[src/rtl/mips_loader_pkg.sv]
// Shared definitions for the MIPS boot-time memory loader.
// Optional feature macro: MIPS_LOADER_CHECKSUM_EN adds the per-block checksum state.
package mips_loader_pkg;

  typedef enum logic [3:0] {
    ST_IDLE,
    ST_ADDR_HI,
    ST_ADDR_LO,
    ST_CNT_HI,
    ST_CNT_LO,
    ST_DATA,
`ifdef MIPS_LOADER_CHECKSUM_EN
    ST_CHK,
`endif
    ST_RUN,
    ST_ERR
  } state_e;

  localparam logic [7:0] CMD_IM = 8'h49;
  localparam logic [7:0] CMD_DM = 8'h44;
  localparam logic [7:0] CMD_GO = 8'h47;

  localparam int WORD_BYTES = 4;

endpackage

[src/rtl/mips_loader_word_packer.sv]
// Assembles four stream bytes, most significant first, into a 32-bit word.
// word_done/word are combinational so the top can register the write on the
// same edge that accepts the last byte.
module mips_loader_word_packer
  import mips_loader_pkg::*;
(
  input  logic        clk,
  input  logic        rst_n,
  input  logic        clr_i,
  input  logic        shift_i,
  input  logic [7:0]  data_i,
  output logic        word_done,
  output logic [31:0] word
);

  localparam logic [1:0] LAST_IDX = 2'(WORD_BYTES - 1);

  logic [23:0] sr_q, sr_d;
  logic [1:0]  idx_q, idx_d;

  // Shift in a byte per accepted data beat; a new block discards any partial word.
  always_comb begin
    sr_d  = sr_q;
    idx_d = idx_q;
    if (clr_i) begin
      sr_d  = '0;
      idx_d = '0;
    end else if (shift_i) begin
      sr_d  = {sr_q[15:0], data_i};
      idx_d = idx_q + 2'd1;
    end
  end

  // Byte shift register and index; index wraps from 3 back to 0 after each word.
  always_ff @(posedge clk or negedge rst_n) begin
    if (!rst_n) begin
      sr_q  <= '0;
      idx_q <= '0;
    end else begin
      sr_q  <= sr_d;
      idx_q <= idx_d;
    end
  end

  assign word_done = shift_i && !clr_i && (idx_q == LAST_IDX);
  assign word      = {sr_q, data_i};

endmodule

[src/rtl/mips_mem_loader.sv]
// Boot loader: parses I/D/G command blocks from a byte stream, writes
// big-endian words into instruction or data memory, then releases the core.
// Optional feature macro: MIPS_LOADER_CHECKSUM_EN (trailing checksum byte per block).
module mips_mem_loader
  import mips_loader_pkg::*;
#(
  parameter int ADDR_W = 10
) (
  input  logic              clk,
  input  logic              rst_n,
  input  logic              rx_valid,
  input  logic [7:0]        rx_data,
  output logic              rx_ready,
  output logic              im_we,
  output logic              dm_we,
  output logic [ADDR_W-1:0] mem_addr,
  output logic [31:0]       mem_wdata,
  output logic              cpu_run,
  output logic              busy,
  output logic              error
);

  // Words the memory holds; a block may end exactly at this boundary.
  localparam logic [16:0] WORD_CAP = 17'(2 ** (ADDR_W - 2));

`ifdef MIPS_LOADER_CHECKSUM_EN
  localparam state_e ST_BLOCK_END = ST_CHK;
`else
  localparam state_e ST_BLOCK_END = ST_IDLE;
`endif

  state_e            state_q, state_d;
  logic [15:0]       addr_q, addr_d;
  logic [15:0]       cnt_q, cnt_d;
  logic              is_im_q, is_im_d;
  logic              rx_ready_q, rx_ready_d;
  logic              im_we_q, im_we_d;
  logic              dm_we_q, dm_we_d;
  logic [ADDR_W-1:0] mem_addr_q, mem_addr_d;
  logic [31:0]       mem_wdata_q, mem_wdata_d;
  logic              cpu_run_q, cpu_run_d;
  logic              error_q, error_d;
`ifdef MIPS_LOADER_CHECKSUM_EN
  logic [7:0]        csum_q, csum_d;
`endif

  logic        accept;
  logic        pk_clr;
  logic        pk_shift;
  logic        word_done;
  logic [31:0] word;
  logic [15:0] cnt_full;
  logic [16:0] block_end;

  assign accept    = rx_valid && rx_ready_q;
  assign cnt_full  = {cnt_q[15:8], rx_data};
  // 17-bit sum so a block running past the top of memory cannot wrap into range.
  assign block_end = {1'b0, addr_q} + {1'b0, cnt_full};

  mips_loader_word_packer u_packer (
    .clk       (clk),
    .rst_n     (rst_n),
    .clr_i     (pk_clr),
    .shift_i   (pk_shift),
    .data_i    (rx_data),
    .word_done (word_done),
    .word      (word)
  );

  // Command parser: next state, block bookkeeping and registered write port.
  always_comb begin
    state_d     = state_q;
    addr_d      = addr_q;
    cnt_d       = cnt_q;
    is_im_d     = is_im_q;
    im_we_d     = 1'b0;
    dm_we_d     = 1'b0;
    mem_addr_d  = mem_addr_q;
    mem_wdata_d = mem_wdata_q;
    cpu_run_d   = cpu_run_q;
    pk_clr      = 1'b0;
    pk_shift    = 1'b0;
`ifdef MIPS_LOADER_CHECKSUM_EN
    csum_d      = csum_q;
`endif
    case (state_q)
      ST_IDLE: begin
        if (accept) begin
          pk_clr = 1'b1;
`ifdef MIPS_LOADER_CHECKSUM_EN
          csum_d = 8'h00;
`endif
          case (rx_data)
            CMD_IM: begin
              is_im_d = 1'b1;
              state_d = ST_ADDR_HI;
            end
            CMD_DM: begin
              is_im_d = 1'b0;
              state_d = ST_ADDR_HI;
            end
            CMD_GO: begin
              cpu_run_d = 1'b1;
              state_d   = ST_RUN;
            end
            default: state_d = ST_ERR;
          endcase
        end
      end
      ST_ADDR_HI: begin
        if (accept) begin
          addr_d[15:8] = rx_data;
          state_d      = ST_ADDR_LO;
        end
      end
      ST_ADDR_LO: begin
        if (accept) begin
          addr_d[7:0] = rx_data;
          state_d     = ST_CNT_HI;
        end
      end
      ST_CNT_HI: begin
        if (accept) begin
          cnt_d[15:8] = rx_data;
          state_d     = ST_CNT_LO;
        end
      end
      ST_CNT_LO: begin
        if (accept) begin
          cnt_d = cnt_full;
          if (cnt_full == 16'd0) begin
            state_d = ST_BLOCK_END;
          end else if (block_end > WORD_CAP) begin
            state_d = ST_ERR;
          end else begin
            state_d = ST_DATA;
          end
        end
      end
      ST_DATA: begin
        pk_shift = accept;
        if (word_done) begin
          im_we_d     = is_im_q;
          dm_we_d     = !is_im_q;
          mem_addr_d  = {addr_q[ADDR_W-3:0], 2'b00};
          mem_wdata_d = word;
          addr_d      = addr_q + 16'd1;
          cnt_d       = cnt_q - 16'd1;
          if (cnt_q == 16'd1) begin
            state_d = ST_BLOCK_END;
          end
        end
      end
`ifdef MIPS_LOADER_CHECKSUM_EN
      ST_CHK: begin
        if (accept) begin
          state_d = (rx_data == csum_q) ? ST_IDLE : ST_ERR;
        end
      end
`endif
      ST_RUN: begin
        state_d = ST_RUN;
      end
      ST_ERR: begin
        cpu_run_d = 1'b0;
      end
      default: state_d = ST_IDLE;
    endcase
`ifdef MIPS_LOADER_CHECKSUM_EN
    // Everything between the command and the checksum byte itself is summed.
    if (accept && (state_q inside {ST_ADDR_HI, ST_ADDR_LO, ST_CNT_HI, ST_CNT_LO, ST_DATA})) begin
      csum_d = csum_q + rx_data;
    end
`endif
    rx_ready_d = !(state_d inside {ST_RUN, ST_ERR});
    error_d    = (state_d == ST_ERR);
  end

  // State and output registers; reset abandons any block in progress.
  always_ff @(posedge clk or negedge rst_n) begin
    if (!rst_n) begin
      state_q     <= ST_IDLE;
      addr_q      <= '0;
      cnt_q       <= '0;
      is_im_q     <= 1'b0;
      rx_ready_q  <= 1'b0;
      im_we_q     <= 1'b0;
      dm_we_q     <= 1'b0;
      mem_addr_q  <= '0;
      mem_wdata_q <= '0;
      cpu_run_q   <= 1'b0;
      error_q     <= 1'b0;
`ifdef MIPS_LOADER_CHECKSUM_EN
      csum_q      <= '0;
`endif
    end else begin
      state_q     <= state_d;
      addr_q      <= addr_d;
      cnt_q       <= cnt_d;
      is_im_q     <= is_im_d;
      rx_ready_q  <= rx_ready_d;
      im_we_q     <= im_we_d;
      dm_we_q     <= dm_we_d;
      mem_addr_q  <= mem_addr_d;
      mem_wdata_q <= mem_wdata_d;
      cpu_run_q   <= cpu_run_d;
      error_q     <= error_d;
`ifdef MIPS_LOADER_CHECKSUM_EN
      csum_q      <= csum_d;
`endif
    end
  end

  assign rx_ready  = rx_ready_q;
  assign im_we     = im_we_q;
  assign dm_we     = dm_we_q;
  assign mem_addr  = mem_addr_q;
  assign mem_wdata = mem_wdata_q;
  assign cpu_run   = cpu_run_q;
  assign error     = error_q;
  assign busy      = !(state_q inside {ST_IDLE, ST_RUN, ST_ERR});

endmodule

[config.mk]
export PLATFORM = sky130hd
export DESIGN_NAME = mips_mem_loader
export DESIGN_NICKNAME = d
export VERILOG_FILES = /design/src/rtl/mips_loader_pkg.sv /design/src/rtl/mips_loader_word_packer.sv /design/src/rtl/mips_mem_loader.sv
export SDC_FILE = /design/constraint.sdc
export NUM_CORES = 1
export LEC_CHECK = 0
export CAP_MARGIN = 20
export CORE_AREA = 5 5 132 134
export CTS_BUF_LIST = sky130_fd_sc_hd__clkbuf_16
export DETAILED_ROUTE_END_ITERATION = 16
export DIE_AREA = 0 0 137 139
export PLACE_DENSITY = 0.61
export SLEW_MARGIN = 20
export SYNTH_ARGS = -nofsm -noshare
export SYNTH_HDL_FRONTEND = slang
export SYNTH_SLANG_ARGS = --single-unit
export TNS_END_PERCENT = 50
[constraint.sdc]
create_clock -name clk -period 2.7 [get_ports clk]
set_input_delay 0.675 -clock clk [delete_from_list [all_inputs] [get_ports clk]]
set_output_delay 0.675 -clock clk [all_outputs]
set_load 0.05 [all_outputs]
=== Word level (Yosys, flattened, before mapping) ===
Index checks and enable logic that the tools add are counted.

* Reduce and logical (&&, ||, !) cells: 26
* Mux-type cells: 34
* Equal/unequal tests: 21
* Order comparisons: 1
* Bitwise gates (word level): 1
* $add $sub $neg: 4

{| class="wikitable"
|+ Operators with widths
! kind !! number
|-
| $mux W24 || 2
|-
| $pmux W8 S2 || 3
|-
| $mux W16 || 2
|-
| $mux W4 || 8
|-
| $pmux W4 S8 || 1
|-
| $eq A4 B3 Y1 const B || 6
|-
| $eq A8 B7 Y1 const B || 3
|-
| $pmux W8 S3 || 1
|-
| $add A16 B16 Y17 || 1
|-
| $gt A17 B9 Y1 const B || 1
|-
| $add A16 B1 Y16 const B || 1
|-
| $eq A16 B1 Y1 const B || 1
|-
| $logic_not A16 Y1 || 1
|-
| $mux W8 || 2
|-
| $reduce_bool A2 Y1 || 8
|-
| $sub A16 B1 Y16 const B || 1
|-
| $reduce_and A3 Y1 || 5
|-
| $ne A2 B2 Y1 const B || 5
|-
| $mux W1 || 9
|-
| $eq A4 B2 Y1 const B || 2
|-
| $mux W2 || 3
|-
| $pmux W3 S2 || 1
|-
| $eq A4 B1 Y1 const B || 1
|-
| $logic_not A1 Y1 || 4
|-
| 11 further kinds || 15
|}

* Logic and storage cells: 102
* Register bits after elaboration: 108

=== Logic depth before layout (Yosys ltp) ===
Gate-level depths: netlist of the first run.

* Word-level depth: 11
* Gate-level depth with buffers: 9

=== Hierarchy ===
A second synthesis of the first run with hierarchy kept.

* Cells, all modules: 609
* Area total of the unflattened synthesis: 6022.0 µm²

{| class="wikitable"
|+ Modules (own cells, without submodules)
! module !! instances !! seq. area each (µm²) !! cells an instance !! area each (µm²)
|-
| mips_mem_loader || 1 || 2052.0 || 514 || 4865.9
|-
| mips_loader_word_packer || 1 || 650.6 || 95 || 1156.1
|}

=== Worst setup path before layout of the first run ===
OpenSTA, ideal clock, no wires.

* Path type: input port to flip-flop
* Start: input port rx_data[0]
* End: register rx_ready_q, in the netlist rx_ready
* Path buffers: 0
* Arrival: 2.715 ns
* Stages: 8
* Setup slack: -0.147 ns
* Path through: ha_1 fa_1 a211oi_1 o21ai_1 a22o_1 o311a_1 and4_4 or3_1

* Longest elaborated chain between the ends: 9
* Elaborated cells between the ends (all ways): 17
* Classes of those cells: add/sub (1); order compare (1); eq/ne (5); mux (6); reduce/logical (4)

{| class="wikitable"
|+ Ends and longest elaborated chain
! what !! line !! RTL
|-
| from (decl) || mips_mem_loader.sv:12 || <nowiki>input logic [7:0] rx_data,</nowiki>
|-
| $add A16 B16 Y17 || mips_mem_loader.sv:58 || <nowiki>assign block_end = {1'b0, addr_q} + {1'b0, cnt_full};</nowiki>
|-
| $gt A17 B9 Y1 || mips_mem_loader.sv:133 || <nowiki>end else if (block_end > WORD_CAP) begin</nowiki>
|-
| $mux W2 || mips_mem_loader.sv:133 ||
|-
| $mux W4 || mips_mem_loader.sv:131 || <nowiki>if (cnt_full == 16'd0) begin</nowiki>
|-
| $mux W4 || mips_mem_loader.sv:129 || <nowiki>if (accept) begin</nowiki>
|-
| $pmux W4 S8 * || mips_mem_loader.sv:86 || <nowiki>case (state_q)</nowiki>
|-
| $eq A4 B3 Y1 || mips_mem_loader.sv:175 || <nowiki>rx_ready_d = !(state_d inside {ST_RUN, ST_ERR});</nowiki>
|-
| $reduce_bool A2 Y1 * || mips_mem_loader.sv:175 ||
|-
| $logic_not A1 Y1 * || mips_mem_loader.sv:175 ||
|-
| via rx_ready_d || mips_mem_loader.sv:36 || <nowiki>logic rx_ready_q, rx_ready_d;</nowiki>
|-
| to (signal assigned) || mips_mem_loader.sv:201 || <nowiki>rx_ready_q <= rx_ready_d;</nowiki>
|-
| to (decl) || mips_mem_loader.sv:36 ||
|}

The timed path passes the listed nets; every way through them passes the cells marked *.
A chain may end at the register's enable or synchronous reset.

=== Worst setup path after layout of the first run ===
* Start: input port rx_data[6]
* End: register rx_ready_q, in the netlist rx_ready

The elaborated chain is that of the path after synthesis.

==> qor.txt, run 1 <==
Pre-antenna DRT Iters: 5
Pleak: 3.282 nW
Part of the Yosys area used for sequential elements: 46.67%
Unique cell type count in the Yosys netlist: 68
Num ports: 59
Initial antenna violation count: 0
Final std cells w/o fill: 887
Max-slew violations: 0
Port-buffer cells: 56
CTS sink cnt: 108
Cts hold-fix bufs: 0
Core Util, Final: 45.27%
Number of flops mapped to enable cells by yosys: 0
Site row count: 47
Primary FF master, synth: dfrtp_1
Final period utilization: 99.58%
First-pass GRT wire length: 25.54 mm
Area grow syn2layout: 26.43%
Mapped Cells: 574
Area leader, netlist: dfrtp_1
Core Box Area: 16170 sq um
Worst Skew: 3.592 ps
Dpl hpwl: 11.58 mm
Max Clk Rate: 371.9 MHz
CTS tree: built
Worst min path class: in -> async
GPL Wtd Cong: 0.8724
Layout cell share with drive strength beyond 1: 20.99%
Routed Wire Length: 15.46 mm
Critical Path RT: 2940 ps
Initial Util: 35.81%
WP data arrival: 2920 ps
Number of routed nets with antenna violations: 0
Gr ovfl total: 0
Detailed-route DRC error count: 0
Most frequent cells in the layout: 108 x dfrtp_1, 51 x buf_4, 49 x a21oi_1
CP endpoint kind: flop
RR Startpoint: addr_q[0]
Die area: 19040 sq um
Die height: 139 microns
Drt via density: 5.531
Synth Register Bits: 108
GRT Resource Usage Total: 16.72%
Post-synth ARST share: 100.0%
Fill count: 1505
Maximum buffer depth of the clock tree: 2
Synth area leaders: dfrtp_1 47%, mux2_2 7.8%, a22o_1 5.3%, a21oi_1 4.3%, ha_1 4.3%
DRT iter0 DRCs: 240
Worst-path clk slew: 70 ps
Final Hold Fails: 0
Syn Area/Cell: 10.09 sq um
Pin count of the biggest net entering global routing: 51
RSZ-0062 raised after global routing: yes
CTS Buf Count: 9
Drt wl/cell: 17.43 microns
Final nets: 694
Final Setup Violations: 0
Dpl cells: 870
Synthesized area: 5791 sq um
Maxcap violations: 0
Via count: 4906
N_diodes: 0
Number of global-route vias before repair: 4939
Reg2reg setup slack: 140 ps
Power Dens Cells: 921.1 nW/um^2
Status: finished, final reports clean
Reg2Reg Depth: 9
Worst Max-Slew Pin Slew: 521.8 ps
Crit Path Class: in -> reg
H-Tree Depth: 3
Die Wd: 137 microns
Commonest non-fill, non-tap cell in the layout: dfrtp_1
Post-route setup TNS: 0 ps
Clock Tree Root: clkbuf_16
PnR Total Power: 6.743 mW
Max IR drop VDD: 0.3581 mV
Slew HR: 65.11%
Crit Reg-Reg Endpoint: rx_ready
Top cell type's share of synthesized area: 46.67%
Largest fanout on the critical path: 5
Synth warnings: 0
Skew-Pair Late Insertion Delay: 350 ps
CP startpoint kind: input port
Final worst path period need: 2689 ps
==> cell type report <==
| type | count | area, sq um | share of cell area (%) |
|---|---|---|---|
| Multi-Input combinational cell | 425 | 3020 | 41.26 |
| Sequential cell | 108 | 2703 | 36.92 |
| Timing Repair Buffer | 108 | 985.9 | 13.47 |
| Tap cell | 220 | 275.3 | 3.760 |
| Clock buffer | 9 | 225.2 | 3.076 |
| Clock inverter | 7 | 73.82 | 1.008 |
| Inverter | 10 | 37.54 | 0.5127 |
==> cells in the mapped netlist (3+ instances only) <==
master / n
a22o_1: 35
a21oi_1: 50
nand2b_1: 6
buf_2: 8
a31oi_1: 9
and3_1: 9
o21ai_0: 40
o22a_1: 4
mux2_2: 40
a211oi_2: 3
a211oi_1: 3
nor3b_1: 3
nand3b_1: 3
nor3_1: 10
ha_1: 20
o211ai_1: 7
nand3_1: 16
xnor2_1: 4
nor4_1: 6
buf_1: 4
inv_1: 10
xor2_1: 3
and2_1: 4
or3_1: 8
clkbuf_1: 18
nand2_1: 48
nor2_1: 35
dfrtp_1: 108
o22ai_1: 6
or2_2: 4
o31ai_1: 4
==> cell families after synthesis <==
family | count (synthesis) | share of synthesized area [%]
other cells | 1 | 0.06476
xor+xnor | 7 | 1.059
mux | 42 | 8.124
compound gates | 184 | 21.26
simple gates | 168 | 15.04
flops | 108 | 46.67
buf+inv | 43 | 3.111
fa+ha+maj | 21 | 4.667
==> critical path, cell delays in order <==
cell	delay, ps
clkdlybuf4s50_1	430
ha_2	400
nand2_1	130
a211oi_4	320
a21oi_1	140
xnor2_1	200
a311oi_2	70
and4_4	220
or3_1	340
==> what timing repair did <==
action / in CTS / in global routing
buffers inserted: 1 / 0
endpoints found under the setup margin: 3 / 3
endpoints found under the hold margin: 0 / 0
gates resized for setup: 5 / 18
pin swaps: 10 / 9
==> registers in the layout, indices dropped and copies added (netlist names) <==
name	count
mem_wdata	32
cpu_run	1
addr_q	16
is_im_q	1
cnt_q	16
u_packer.sr_q	24
error	1
im_we	1
mem_addr	8
u_packer.idx_q	2
state_q	4
rx_ready	1
dm_we	1
==> how the worst max path moves through the flow <==
| stage | start | end | slack [ps] | depth (start not counted) |
|---|---|---|---|---|
| 3_5_place_dp | rx_data[0] | rx_ready | -570 | 9 |
| 6_report | rx_data[6] | rx_ready | 10 | 9 |
| 2_1_floorplan | rx_data[0] | rx_ready | 6 | 8 |
| 5_1_grt | rx_data[6] | rx_ready | -40 | 9 |
| 3_3_place_gp | rx_data[0] | rx_ready | -550 | 10 |
| 4_1_cts | rx_data[4] | error | 20 | 10 |
==> per-layer routing <==
metal	part of all wire, %	vias up	track usage [%]
li1	-	2311	-
met1	45	2440	22.76
met2	48	132	26.75
met3	4.8	23	2.612
met4	2.3	0	6.355
met5	0	-	0
==> through the flow <==
stage                     hold slack [ps]  area [sq um]  setup slack (ps)
after floorplan                     379.4          5809             5.595
after global placement              480.5          6923            -547.2
after detailed placement            483.8          6923            -569.3
after CTS                           284.9          7228             17.57
after global routing                304.4          7321            -42.05
final                               271.5          7321             11.34
==> where the power goes <==
group          internal (mW)  switching [mW]
clock network          0.725           0.612
registers               1.92           0.398
logic                   1.42            1.67
total                   4.06            2.68
No activity file was read; power rests on OpenSTA's default activity.
==> run 2: changes to the inputs <==
- DONT_BUFFER_PORTS: unset -> 1
- PLACE_DENSITY: 0.61 -> 0.56
==> qor.txt, run 2 (synthesis gave the netlist of run 1 again) <==
Worst Skew: 9.576 ps
Worst min path class: in -> async
Detailed-route DRC error count: 0
Max FFs per register: 32
Num ports: 59
CTS tree: built
Gr ovfl total: 0
Die area: 19040 sq um
GRT Resource Usage Total: 16.15%
Port-buffer cells: 0
Maximum buffer depth of the clock tree: 2
Max Clk Rate: 396.2 MHz
CP endpoint kind: flop
Drt wl/cell: 18.57 microns
Power Dens Cells: 978.4 nW/um^2
PnR Total Power: 6.353 mW
Dpl hpwl: 10.71 mm
Worst-path clk slew: 80 ps
Slew HR: 60.31%
Layout cell share with drive strength beyond 1: 18.03%
Largest fanout on the critical path: 3
WL met3: 906 microns
Crit Path Class: reg -> reg
Die Wd: 137 microns
Initial Util: 35.81%
Area grow syn2layout: 12.14%
RSZ-0062 raised after global routing: no
WP data arrival: 2760 ps
CP startpoint kind: flop
GPL Wtd Cong: 0.8719
Final worst path period need: 2524 ps
H-Tree Depth: 3
Final Setup Violations: 0
Max Used Layer: met4
DP Worst Slack: -49.21 ps
Worst Max-Slew Pin Slew: 594.7 ps
Wl on met1: 6.788 mm
Max IR drop VDD: 0.3613 mV
Initial antenna violation count: 0
Final nets: 615
First-pass GRT wire length: 24.41 mm
Pin count of the biggest net entering global routing: 81
Routed met2 length: 6.969 mm
Routed Wire Length: 15.01 mm
Site row count: 47
Final Worst Setup Slack: 175.9 ps
CTS Buf Count: 9
Status: finished, final reports clean
Cts hold-fix bufs: 3
Skew-Pair Late Insertion Delay: 360 ps
Drt via density: 5.666
Post-CTS sizing: 0
Via count: 4578
Commonest non-fill, non-tap cell in the layout: dfrtp_1
Max-slew violations: 0
Final period utilization: 93.49%
N_diodes: 0
Number of global-route vias before repair: 4382
DRT iter0 DRCs: 234
CTS sink cnt: 108
Clock Tree Root: clkbuf_16
Pre-antenna DRT Iters: 4
Maxcap violations: 0
Die height: 139 microns
Critical Path RT: 2940 ps
Most frequent cells in the layout: 108 x dfrtp_1, 50 x a21oi_1, 47 x nand2_1
Postcts setup bufs: 0
Final Hold Fails: 0
Number of routed nets with antenna violations: 0
Pleak: 2.928 nW
Core Box Area: 16170 sq um
[run 2: changes by cell type in the layout (fill, tap and decap cells not counted), moves of 2 or more]
cell	previous run	this run
clkinv_1	2	0
o21ai_0	38	40
ha_1	14	20
dlygate4sd2_1	2	0
clkdlybuf4s50_1	47	0
ha_4	4	0
dlymetal6s2s_1	4	0
buf_4	51	25
buf_12	3	1
o21ai_1	3	1
ha_2	2	0
[run 2: final cells by class]
cell class / instances / area [sq um]
Clock inverter: 7 / 68.82
Clock buffer: 9 / 225.2
Tap cell: 220 / 275.3
Multi-Input combinational cell: 425 / 2934
Timing Repair Buffer: 29 / 250.2
Fill cell: 1582 / 9678
Inverter: 10 / 37.54
Sequential cell: 108 / 2703
[run 2: critical path: stages, from the launching register on]
cell and delay (ps):
dfrtp_1 420, ha_1 230, fa_2 360, a211oi_2 240, o211ai_1 170, a31oi_1 210
xor2_1 90, o311a_1 140, and4_4 210, or3_1 330
[run 2: final timing paths]
path	endpoint	slack (ps)	start	depth (start not counted)
max	rx_ready	180	addr_q[0]	9
min	mem_wdata[11]	220	rst_n	1
max reg2reg	rx_ready	180	addr_q[0]	9
min reg2reg	dm_we	480	is_im_q	1
max in group asynchronous	addr_q[3]	1650	rst_n	1
min in group clk	u_packer.sr_q[3]	460	rx_data[3]	1
[run 2: power by group]
group	internal [mW]	switching (mW)	leakage (nW)
sequential	1.92	0.390	1.43
combinational	1.20	1.54	1.36
clock	0.649	0.650	0.137
total	3.78	2.58	2.93
[run 2: stage by stage]
step	TNS [ps]	area, sq um	util (%)	hold WS [ps]	instances
6_report	0	6494	40.15	221.5	808
5_1_grt	0	6494	40.15	244.4	808
3_5_place_dp	-49.21	6157	38.07	382.1	789
4_1_cts	0	6499	40.19	224.5	808
3_3_place_gp	-26.51	6157	38.07	382.3	789
2_1_floorplan	0	5809	-	379.4	576
[run 2: layer usage]
layer	up-vias	GRT usage [%]
li1	2154	-
met5	-	0
met4	0	5.777
met3	22	3.483
met1	2279	22.87
met2	123	24.32
==> run 3: changes to the inputs <==
- SLEW_MARGIN: 20 -> unset
- clock period: 2.7 -> 2.2 ns (I/O delays scaled with it)
==> qor.txt, run 3 (synthesis gave the netlist of run 1 again) <==
Dpl cells: 825
WP data arrival: 2700 ps
First-pass GRT wire length: 25.22 mm
H-Tree Depth: 3
RSZ-0062 raised after global routing: yes
RR Startpoint: addr_q[0]
Drt via density: 5.735
Via count: 4840
Max FFs per register: 32
Detailed-route DRC error count: 0
Port-buffer cells: 0
Max IR drop VDD: 0.4582 mV
Core Box Area: 16170 sq um
Pleak: 3.105 nW
Pre-antenna DRT Iters: 5
Num ports: 59
Worst Max-Slew Pin Slew: 632.5 ps
Final Setup Violations: 4
Fill count: 1555
Gr ovfl total: 0
Initial Util: 35.81%
Skew-Pair Late Insertion Delay: 350 ps
Status: finished with violations
Drt wl/cell: 18.54 microns
Final nets: 651
Slew HR: 57.73%
Max Clk Rate: 404.8 MHz
Most frequent cells in the layout: 108 x dfrtp_1, 64 x buf_4, 49 x a21oi_1
Die height: 139 microns
Worst-path clk slew: 70 ps
Crit Reg-Reg Endpoint: rx_ready
Maxcap violations: 0
CTS Buf Count: 9
Number of routed nets with antenna violations: 0
Reg2Reg Depth: 9
Final Worst Setup Slack: -270.2 ps
Clock Tree Root: clkbuf_16
N_diodes: 0
Critical Path RT: 2430 ps
Core Util, Final: 42.14%
Final worst path period need: 2470 ps
Worst min path class: in -> async
Layout cell share with drive strength beyond 1: 24.52%
Worst Skew: 4.179 ps
CTS sink cnt: 108
Failing checks: hold timing, setup timing
PnR Total Power: 8.441 mW
Crit Path Class: reg -> reg
DRT iter0 DRCs: 334
Site row count: 47
Multi-input logic area: 3029 sq um
GPL Wtd Cong: 0.8820
Largest fanout on the critical path: 3
Die Wd: 137 microns
Number of global-route vias before repair: 4731
Initial antenna violation count: 0
Commonest non-fill, non-tap cell in the layout: dfrtp_1
Reg area: 2703 sq um
Final std cells w/o fill: 844
Final period utilization: 112.3%
Routed Wire Length: 15.65 mm
Final Hold Fails: 108
CP startpoint kind: flop
Power Dens Cells: 1239 nW/um^2
Die area: 19040 sq um
Dpl hpwl: 11.19 mm
Max-slew violations: 0
CP endpoint kind: flop
Maximum buffer depth of the clock tree: 2
Pin count of the biggest net entering global routing: 109
WHS: -107.1 ps
Area grow syn2layout: 17.70%
Reg2reg setup slack: -270 ps
GRT Resource Usage Total: 16.41%
CTS tree: built
-- run 3: layer usage --
metal	share of wire [%]	vias to the layer above	GRT usage (%)	routed length, microns
met5	0	-	0	0
met4	3.1	0	6.565	478
met3	6.0	35	3.592	945
met2	48	151	25.77	7457
met1	43	2414	21.95	6764
li1	-	2240	-	-
-- run 3: layout make-up --
| cell class | instances | area share [%] |
|---|---|---|
| Clock buffer | 9 | 3.305 |
| Clock inverter | 7 | 0.6609 |
| Inverter | 10 | 0.5508 |
| Multi-Input combinational cell | 425 | 44.45 |
| Sequential cell | 108 | 39.65 |
| Tap cell | 220 | 4.039 |
| Timing Repair Buffer | 65 | 7.343 |
-- run 3: per-stage QoR --
| step | worst slack [ps] | TNS [ps] | cell area, sq um |
|---|---|---|---|
| global placement | -371.6 | -991.8 | 6440 |
| CTS | -287.6 | -732.5 | 6730 |
| detailed placement | -438.0 | -1168 | 6440 |
| finish | -270.2 | -653.3 | 6815 |
| global route | -343.1 | -1000 | 6815 |
| floorplan | -323.2 | -674.6 | 5822 |
-- run 3: power by group --
group	switching, mW	internal, mW	leakage, nW
Combinational	2.20	2.00	1.53
Sequential	0.390	2.36	1.43
Clock	0.725	0.764	0.136
-- run 3: critical path, cell delays in order (launching register included) --
cell and delay, ps:
dfrtp_1 410, ha_4 180, fa_2 360, a211oi_4 260
o211ai_1 190, a31oi_1 200, xor2_1 90, o311a_1 130
and4_4 200, or3_1 330
-- run 3: what timing repair did --
item                                   CTS  global route
pin swaps                                5             5
gates resized for setup                  3            16
setup endpoints to repair                5            11
endpoints found under the hold margin  108           108
buffers inserted                         1             2
-- run 3: how the worst max path moves through the flow --
stage | start | to | slack [ps] | depth (start not counted)
2_1_floorplan | rx_data[0] | rx_ready | -320 | 8
3_3_place_gp | rx_data[0] | rx_ready | -370 | 8
3_5_place_dp | rx_data[0] | rx_ready | -440 | 8
4_1_cts | addr_q[0] | rx_ready | -290 | 8
5_1_grt | addr_q[0] | rx_ready | -340 | 9
6_report | addr_q[0] | rx_ready | -270 | 9
